<file path="config.mk">
export PLATFORM = sky130hd
export DESIGN_NAME = game_sequencer
export DESIGN_NICKNAME = d
export VERILOG_FILES = /design/src/rtl/game_pkg.sv /design/src/rtl/game_sequencer_bcd_score_counter.sv /design/src/rtl/game_sequencer.sv
export SDC_FILE = /design/constraint.sdc
export NUM_CORES = 1
export LEC_CHECK = 0
export ABC_AREA = 0
export CAP_MARGIN = 40
export CORE_ASPECT_RATIO = 1.1
export CORE_MARGIN = 4
export CORE_UTILIZATION = 55
export DETAILED_ROUTE_END_ITERATION = 12
export GPL_ROUTABILITY_DRIVEN = 0
export PLACE_DENSITY_LB_ADDON = 0.2
export SYNTH_ARGS = -nofsm -noshare
export SYNTH_HDL_FRONTEND = slang
export SYNTH_HIERARCHICAL = 1
export SYNTH_SLANG_ARGS = --single-unit
</file>
<file path="constraint.sdc">
create_clock -name clk -period 3.3 [get_ports clk]
set_input_delay 0.66 -clock clk [delete_from_list [all_inputs] [get_ports clk]]
set_output_delay 0.66 -clock clk [all_outputs]
set_load 0.01 [all_outputs]
</file>
<file path="src/rtl/game_pkg.sv">
// Shared types and constants for the breakout game-flow controller and its score counter.
package game_pkg;

    typedef enum logic [2:0] {
        GS_IDLE      = 3'd0,
        GS_SERVE     = 3'd1,
        GS_PLAY      = 3'd2,
        GS_LIFE_LOST = 3'd3,
        GS_GAME_OVER = 3'd4,
        GS_WIN       = 3'd5
    } game_state_t;

    typedef logic [3:0] bcd_digit_t;

    localparam int NUM_ROWS           = 5;
    localparam int NUM_COLS           = 12;
    localparam int DEFAULT_INIT_LIVES = 9;
    localparam int MAX_LIVES          = 9;

endpackage

</file>
<file path="src/rtl/game_sequencer_bcd_score_counter.sv">
// Two-digit BCD score counter saturating at 99, with a parallel binary total.
module bcd_score_counter
    import game_pkg::*;
(
    input  logic       clk,
    input  logic       rst,
    input  logic       clr,
    input  logic       inc,
    output bcd_digit_t ones,
    output bcd_digit_t tens,
    output logic [6:0] total,
    output logic       at_max
);

    bcd_digit_t ones_reg;
    bcd_digit_t tens_reg;
    logic [6:0] total_reg;

    assign at_max = (tens_reg == 4'd9) && (ones_reg == 4'd9);

    always_ff @(posedge clk) begin
        if (rst || clr) begin
            ones_reg  <= '0;
            tens_reg  <= '0;
            total_reg <= '0;
        end else if (inc && !at_max) begin
            total_reg <= total_reg + 7'd1;
            if (ones_reg == 4'd9) begin
                ones_reg <= '0;
                tens_reg <= tens_reg + 4'd1;
            end else begin
                ones_reg <= ones_reg + 4'd1;
            end
        end
    end

    assign ones  = ones_reg;
    assign tens  = tens_reg;
    assign total = total_reg;

endmodule

</file>
<file path="src/rtl/game_sequencer.sv">
// Breakout game-flow controller: phase FSM, lives and block bookkeeping, BCD score.
// Optional bonus-life feature enabled by defining BONUS_LIFE_EN.
module game_sequencer
    import game_pkg::*;
#(
    parameter int INIT_LIVES   = DEFAULT_INIT_LIVES,
    parameter int NUM_BLOCKS   = NUM_ROWS * NUM_COLS,
    parameter int SERVE_FRAMES = 60,
    parameter int LOSS_FRAMES  = 90,
    parameter int BONUS_STEP   = 20
) (
    input  logic       clk,
    input  logic       rst,
    input  logic       frame_tick,
    input  logic       start,
    input  logic       block_hit,
    input  logic       floor_hit,
    output logic       ball_reset,
    output logic       ball_en,
    output logic       paddle_en,
    output logic       grid_reset,
    output logic [2:0] state,
    output logic [3:0] score_ones,
    output logic [3:0] score_tens,
    output logic [3:0] lives,
    output logic [6:0] blocks_left
);

    localparam logic [2:0] S_IDLE      = GS_IDLE;
    localparam logic [2:0] S_SERVE     = GS_SERVE;
    localparam logic [2:0] S_PLAY      = GS_PLAY;
    localparam logic [2:0] S_LIFE_LOST = GS_LIFE_LOST;
    localparam logic [2:0] S_GAME_OVER = GS_GAME_OVER;
    localparam logic [2:0] S_WIN       = GS_WIN;

    localparam int CNT_MAX = (SERVE_FRAMES > LOSS_FRAMES) ? SERVE_FRAMES : LOSS_FRAMES;
    localparam int CNT_W   = $clog2(CNT_MAX + 1);

    logic [2:0]       state_reg, state_next;
    logic [CNT_W-1:0] cnt_reg, cnt_next;
    logic [3:0]       lives_reg, lives_next;
    logic [6:0]       blocks_reg, blocks_next;
    logic             ball_reset_reg, ball_reset_next;
    logic             grid_reset_reg, grid_reset_next;
    logic             ball_en_reg, paddle_en_reg;
    logic             start_q_reg;
    logic             start_rise, new_game;
    logic             score_inc, score_clr;
    logic [6:0]       score_total;
    logic             score_at_max;
    logic             bonus_hit;

    assign start_rise = start && !start_q_reg;

    bcd_score_counter u_score (
        .clk    (clk),
        .rst    (rst),
        .clr    (score_clr),
        .inc    (score_inc),
        .ones   (score_ones),
        .tens   (score_tens),
        .total  (score_total),
        .at_max (score_at_max)
    );

`ifdef BONUS_LIFE_EN
    // Bonus fires when this hit lands the binary total on a multiple of BONUS_STEP.
    assign bonus_hit = !score_at_max && (((int'(score_total) + 1) % BONUS_STEP) == 0);
`else
    logic unused_bonus_cfg;
    assign unused_bonus_cfg = ^{score_total, score_at_max, 32'(BONUS_STEP)};
    assign bonus_hit = 1'b0;
`endif

    always_comb begin
        state_next      = state_reg;
        cnt_next        = cnt_reg;
        lives_next      = lives_reg;
        blocks_next     = blocks_reg;
        ball_reset_next = 1'b0;
        grid_reset_next = 1'b0;
        score_inc       = 1'b0;
        score_clr       = 1'b0;
        new_game        = 1'b0;

        case (state_reg)
            S_IDLE: new_game = start;
            S_SERVE: begin
                if (frame_tick) cnt_next = cnt_reg + 1'b1;
                // Early serve needs at least one elapsed frame so the start press that began the game cannot launch it.
                if ((frame_tick && cnt_reg == CNT_W'(SERVE_FRAMES - 1)) ||
                    (start_rise && cnt_reg != '0))
                    state_next = S_PLAY;
            end
            S_PLAY: begin
                if (block_hit) begin
                    score_inc = 1'b1;
                    if (blocks_reg != '0) blocks_next = blocks_reg - 7'd1;
                    if (bonus_hit && lives_reg < 4'(MAX_LIVES)) lives_next = lives_reg + 4'd1;
                    if (blocks_reg == 7'd1) state_next = S_WIN;
                end
                // A hit that clears the grid wins outright and masks a same-cycle floor hit.
                if (floor_hit && !(block_hit && blocks_reg == 7'd1)) begin
                    cnt_next   = '0;
                    state_next = (lives_next <= 4'd1) ? S_GAME_OVER : S_LIFE_LOST;
                    if (lives_next != '0) lives_next = lives_next - 4'd1;
                end
            end
            S_LIFE_LOST: begin
                if (frame_tick) begin
                    if (cnt_reg == CNT_W'(LOSS_FRAMES - 1)) begin
                        state_next      = S_SERVE;
                        ball_reset_next = 1'b1;
                        cnt_next        = '0;
                    end else begin
                        cnt_next = cnt_reg + 1'b1;
                    end
                end
            end
            S_GAME_OVER, S_WIN: new_game = start_rise;
            default: state_next = S_IDLE;
        endcase

        if (new_game) begin
            state_next      = S_SERVE;
            cnt_next        = '0;
            lives_next      = 4'(INIT_LIVES);
            blocks_next     = 7'(NUM_BLOCKS);
            ball_reset_next = 1'b1;
            grid_reset_next = 1'b1;
            score_clr       = 1'b1;
        end
    end

    always_ff @(posedge clk) begin
        if (rst) begin
            state_reg      <= S_IDLE;
            cnt_reg        <= '0;
            lives_reg      <= 4'(INIT_LIVES);
            blocks_reg     <= 7'(NUM_BLOCKS);
            ball_reset_reg <= 1'b0;
            grid_reset_reg <= 1'b0;
            ball_en_reg    <= 1'b0;
            paddle_en_reg  <= 1'b0;
            start_q_reg    <= 1'b0;
        end else begin
            state_reg      <= state_next;
            cnt_reg        <= cnt_next;
            lives_reg      <= lives_next;
            blocks_reg     <= blocks_next;
            ball_reset_reg <= ball_reset_next;
            grid_reset_reg <= grid_reset_next;
            ball_en_reg    <= (state_next == S_PLAY);
            paddle_en_reg  <= (state_next == S_PLAY) || (state_next == S_SERVE);
            start_q_reg    <= start;
        end
    end

    assign state       = state_reg;
    assign lives       = lives_reg;
    assign blocks_left = blocks_reg;
    assign ball_reset  = ball_reset_reg;
    assign grid_reset  = grid_reset_reg;
    assign ball_en     = ball_en_reg;
    assign paddle_en   = paddle_en_reg;

endmodule

</file>
; Word-level counts from Yosys, hierarchy flattened
; Index checks and enable logic that the tools add are counted.
[word_totals]
regBits = 34
inputBits = 6
elab_cells = 82
[op_classes]
addsub = 5
order_cmp = 1
n_eq_ne = 15
muxes = 26
n_reduce_logical = 24
[ops]
columns = operator, n
row1 = two-way mux 7 bit, 4
row2 = two-way mux 3 bit, 8
row3 = case mux 7 bit (3 select lines), 1
row4 = two-way mux 4 bit, 4
row5 = nonzero test 7 bit, 2
row6 = case mux 3 bit (4 select lines), 1
row7 = "== test 3 x 2 -> 1 bit, second input constant", 3
row8 = "adder 4 x 1 -> 4 bit, second input constant", 2
row9 = "== test 4 bit, second input constant", 2
row10 = "adder 7 x 1 -> 7 bit, second input constant", 1
row11 = "== test 7 x 1 -> 1 bit, second input constant", 1
row12 = "== test 7 x 6 -> 1 bit, second input constant", 1
row13 = "== test 7 bit, second input constant", 1
row14 = logical AND 1 bit, 7
row15 = two-way mux 1 bit, 7
row16 = "subtractor 7 x 1 -> 7 bit, second input constant", 1
row17 = "== test 3 x 1 -> 1 bit, second input constant", 2
row18 = "== test 3 bit, second input constant", 2
row19 = "inequality test 2 bit, second input constant", 3
row20 = "<= comparator 4 x 1 -> 1 bit, second input constant", 1
row21 = AND reduction 4 bit, 1
row22 = nonzero test 4 bit, 1
row23 = OR reduction 2 bit, 2
row24 = "subtractor 4 x 1 -> 4 bit, second input constant", 1
row25 = 8 further kinds, 12

; Longest topological paths before layout
[logic_depth]
depth_word = 9
depth_mapped = 8
mapped_depth_nobuf = 8

; Cells and area by module
; The synthesis kept the hierarchy.
[by_module_without_submodules]
columns = module, n_inst, cells_per_inst, area_per_inst_um2, seq_area_each_um2
row1 = game_sequencer, 1, 155, 1332.5, 520.5
row2 = bcd_score_counter, 1, 98, 862.1, 300.3

; Worst setup path before layout
; No wires, ideal clock.
[synth_path]
kind = register to register
start = register state_reg[0] (netlist: state[0])
end = register u_score/total[4] (netlist name)
setup_ns = 0.074
t_arrival_ns = 1.892
required_ns = 3.226
setup_slack_ns = 1.333
path_stages_with_launch = 9
path_buffers = 2
period_less_slack_ns = 1.967
cell_sequence = dfxtp_1 -> clkbuf_2 -> inv_1 -> o21ai_0 -> nor2_1 -> or2_2 -> clkbuf_2 -> a2111o_1 -> o21ai_0
[synth_lines]
columns = item, line
row1 = from (decl), game_sequencer.sv:39  ; logic [2:0] state_reg, state_next;
row2 = from (signal assigned), game_sequencer.sv:147  ; state_reg <= state_next;

; Worst setup path after layout
[layout_path]
start = register state_reg[2] (netlist: state[2])
end = output state[2]
[layout_lines]
columns = item, line
row1 = to (decl), game_sequencer.sv:22  ; output logic [2:0] state,
; No word-level cell between the ends.

==> reports/qor.txt <==
Peak VDD IR: 0.000243 V
Placed Cells: 266
Vias in the first global route: 1320
Leak: 0.805 nW
Max incr delay on CP: 0.61 ns
Hold Path Class: reg -> reg
First-pass GRT wire length: 6050 um
Post-CTS Hold Buffers: 0
Num Clock Sinks: 34
Avg Cell Area, Syn: 8.64 um2
Worst skew pair latency: 0.35 ns
Crit share post-route: 0.659
Hold path cells: 2
Initial Util: 0.586
Critical path's slowest cell: clkdlybuf4s50_1
DRC errors left: 0
GRT overflow: 0
Fin worst setup slack: 1.12 ns
Net count after synthesis: 228
CTS Root Cell: clkbuf_4
Drt pass-1 iters: 4
Final antenna-violating net count: 0
Fillers: 261
PortBufs: 31
Max-cap check violation count: 0
Startpoint Class: flop
Most frequent cells in the layout: 34 x dfxtp_1, 31 x clkdlybuf4s50_1, 26 x nor2_1, 21 x nand2_1, 16 x inv_1
Critical Path, Cell by Cell: clkdlybuf4s50_1
Setup TNS: 0 ns
Critical Path AT: 1.52 ns
Post-Route WL: 3740 um
Pre-CTS setup slack: 0.814 ns
Largest net degree at the start of global routing: 14
WP buf/inv: 1
# H-tree levels: 2
Chip width: 63.0 um
Row Count: 21
CTS tree: built
DIE HEIGHT: 68.5 um
Critical path depth in cells: 1
Cts bufs inserted: 5
Endpoint class of the critical path: output port
Dpl hpwl: 2660 um
Final Power: 0.797 mW
Outcome: finished, final reports clean
Post-CTS setup repair buffer count: 0
Share of cells above drive strength 1: 0.0875
Gate Count Post-Synth: 212
Final #Nets: 255
Total track usage: 0.182
RSZ-0062 raised after global routing: no
Fin. Hold Viols: 0
Via count: 1562
Final setup viols: 0
Worst-margin pin slew: 0.504 ns
Initial antenna violation count: 0
Clock Pin Slew Worst Setup and Hold Paths: 0.12 ns
Crit path max-delay family: buffers and inverters
Worst Reg-to-Reg Cells: 6
Fin Clk Skew: 0.00806 ns
Data required, critical path: 2.64 ns
Routed length per instance: 13.6 um
Synthesized area: 1830 um2
I/O pins: 32
Min Clock Period, post-route: 2.18 ns
DRT iter0 DRCs: 151
Yosys warns: 6
Crit-path max FO: 9
Diodes inserted: 0
Fmax: 0.460 GHz
CTS Buffer Depth: 2
Post-Layout Cell Count: 274
Core Region: 3130 um2
Vias per cell: 5.70
Worst rel slew slack: 0.663
Die area: 4320 um2
Area growth from synthesis to final layout: 20.2%
Post_cts resized: 0
CP Class: reg -> out
Max-slew violation count: 0
Pwr Density: 362 nW/um2
Commonest non-fill, non-tap cell in the layout: dfxtp_1
[metrics by stage]
| step | area, um2 | util | hold WS, ns |
|---|---|---|---|
| 3_3_place_gp | 2120 | 0.678 | 0.499 |
| 6_report | 2200 | 0.704 | 0.531 |
| 4_1_cts | 2200 | 0.704 | 0.523 |
| 5_1_grt | 2200 | 0.704 | 0.558 |
| 2_1_floorplan | 1830 | - | 0.502 |
| 3_5_place_dp | 2120 | 0.678 | 0.506 |
[path summary, 6_finish.rpt]
| check | to | startpoint | slack (ns) |
|---|---|---|---|
| min reg2reg | blocks_left[6]$_SDFFE_PP0P_ | blocks_left[6]$_SDFFE_PP0P_ | 0.53 |
| max | state[2] | state[2]$_SDFF_PP0_ | 1.12 |
| min | blocks_left[6]$_SDFFE_PP0P_ | blocks_left[6]$_SDFFE_PP0P_ | 0.53 |
| max reg2reg | cnt_reg[0]$_SDFFE_PP0P_ | state[0]$_SDFF_PP0_ | 1.18 |
[final cells by class]
type	instances	area, um2	area share
clock inverters	3	45.0	0.0205
inverters	16	60.1	0.0273
repair buffers	31	310	0.141
well taps	34	42.5	0.0193
multi-input cells	151	1030	0.466
flip-flops and latches	34	681	0.309
clock buffers	5	37.5	0.0170
[power by group]
part	leakage [nW]	switching, mW	internal [mW]
combinational	0.492	0.0318	0.0262
clock	0.0374	0.158	0.159
sequential	0.275	0.00597	0.416
total	0.805	0.196	0.601
[metal layers]
layer / global-route usage / vias to the layer above / part of all wire
met3: 0.0665 / 2 / 0.053
met5: 0 / - / 0
met1: 0.225 / 720 / 0.48
met4: 0.0854 / 0 / 0.0075
met2: 0.286 / 47 / 0.46
li1: - / 793 / -
Note: power is estimated with default switching activity, not from simulation.
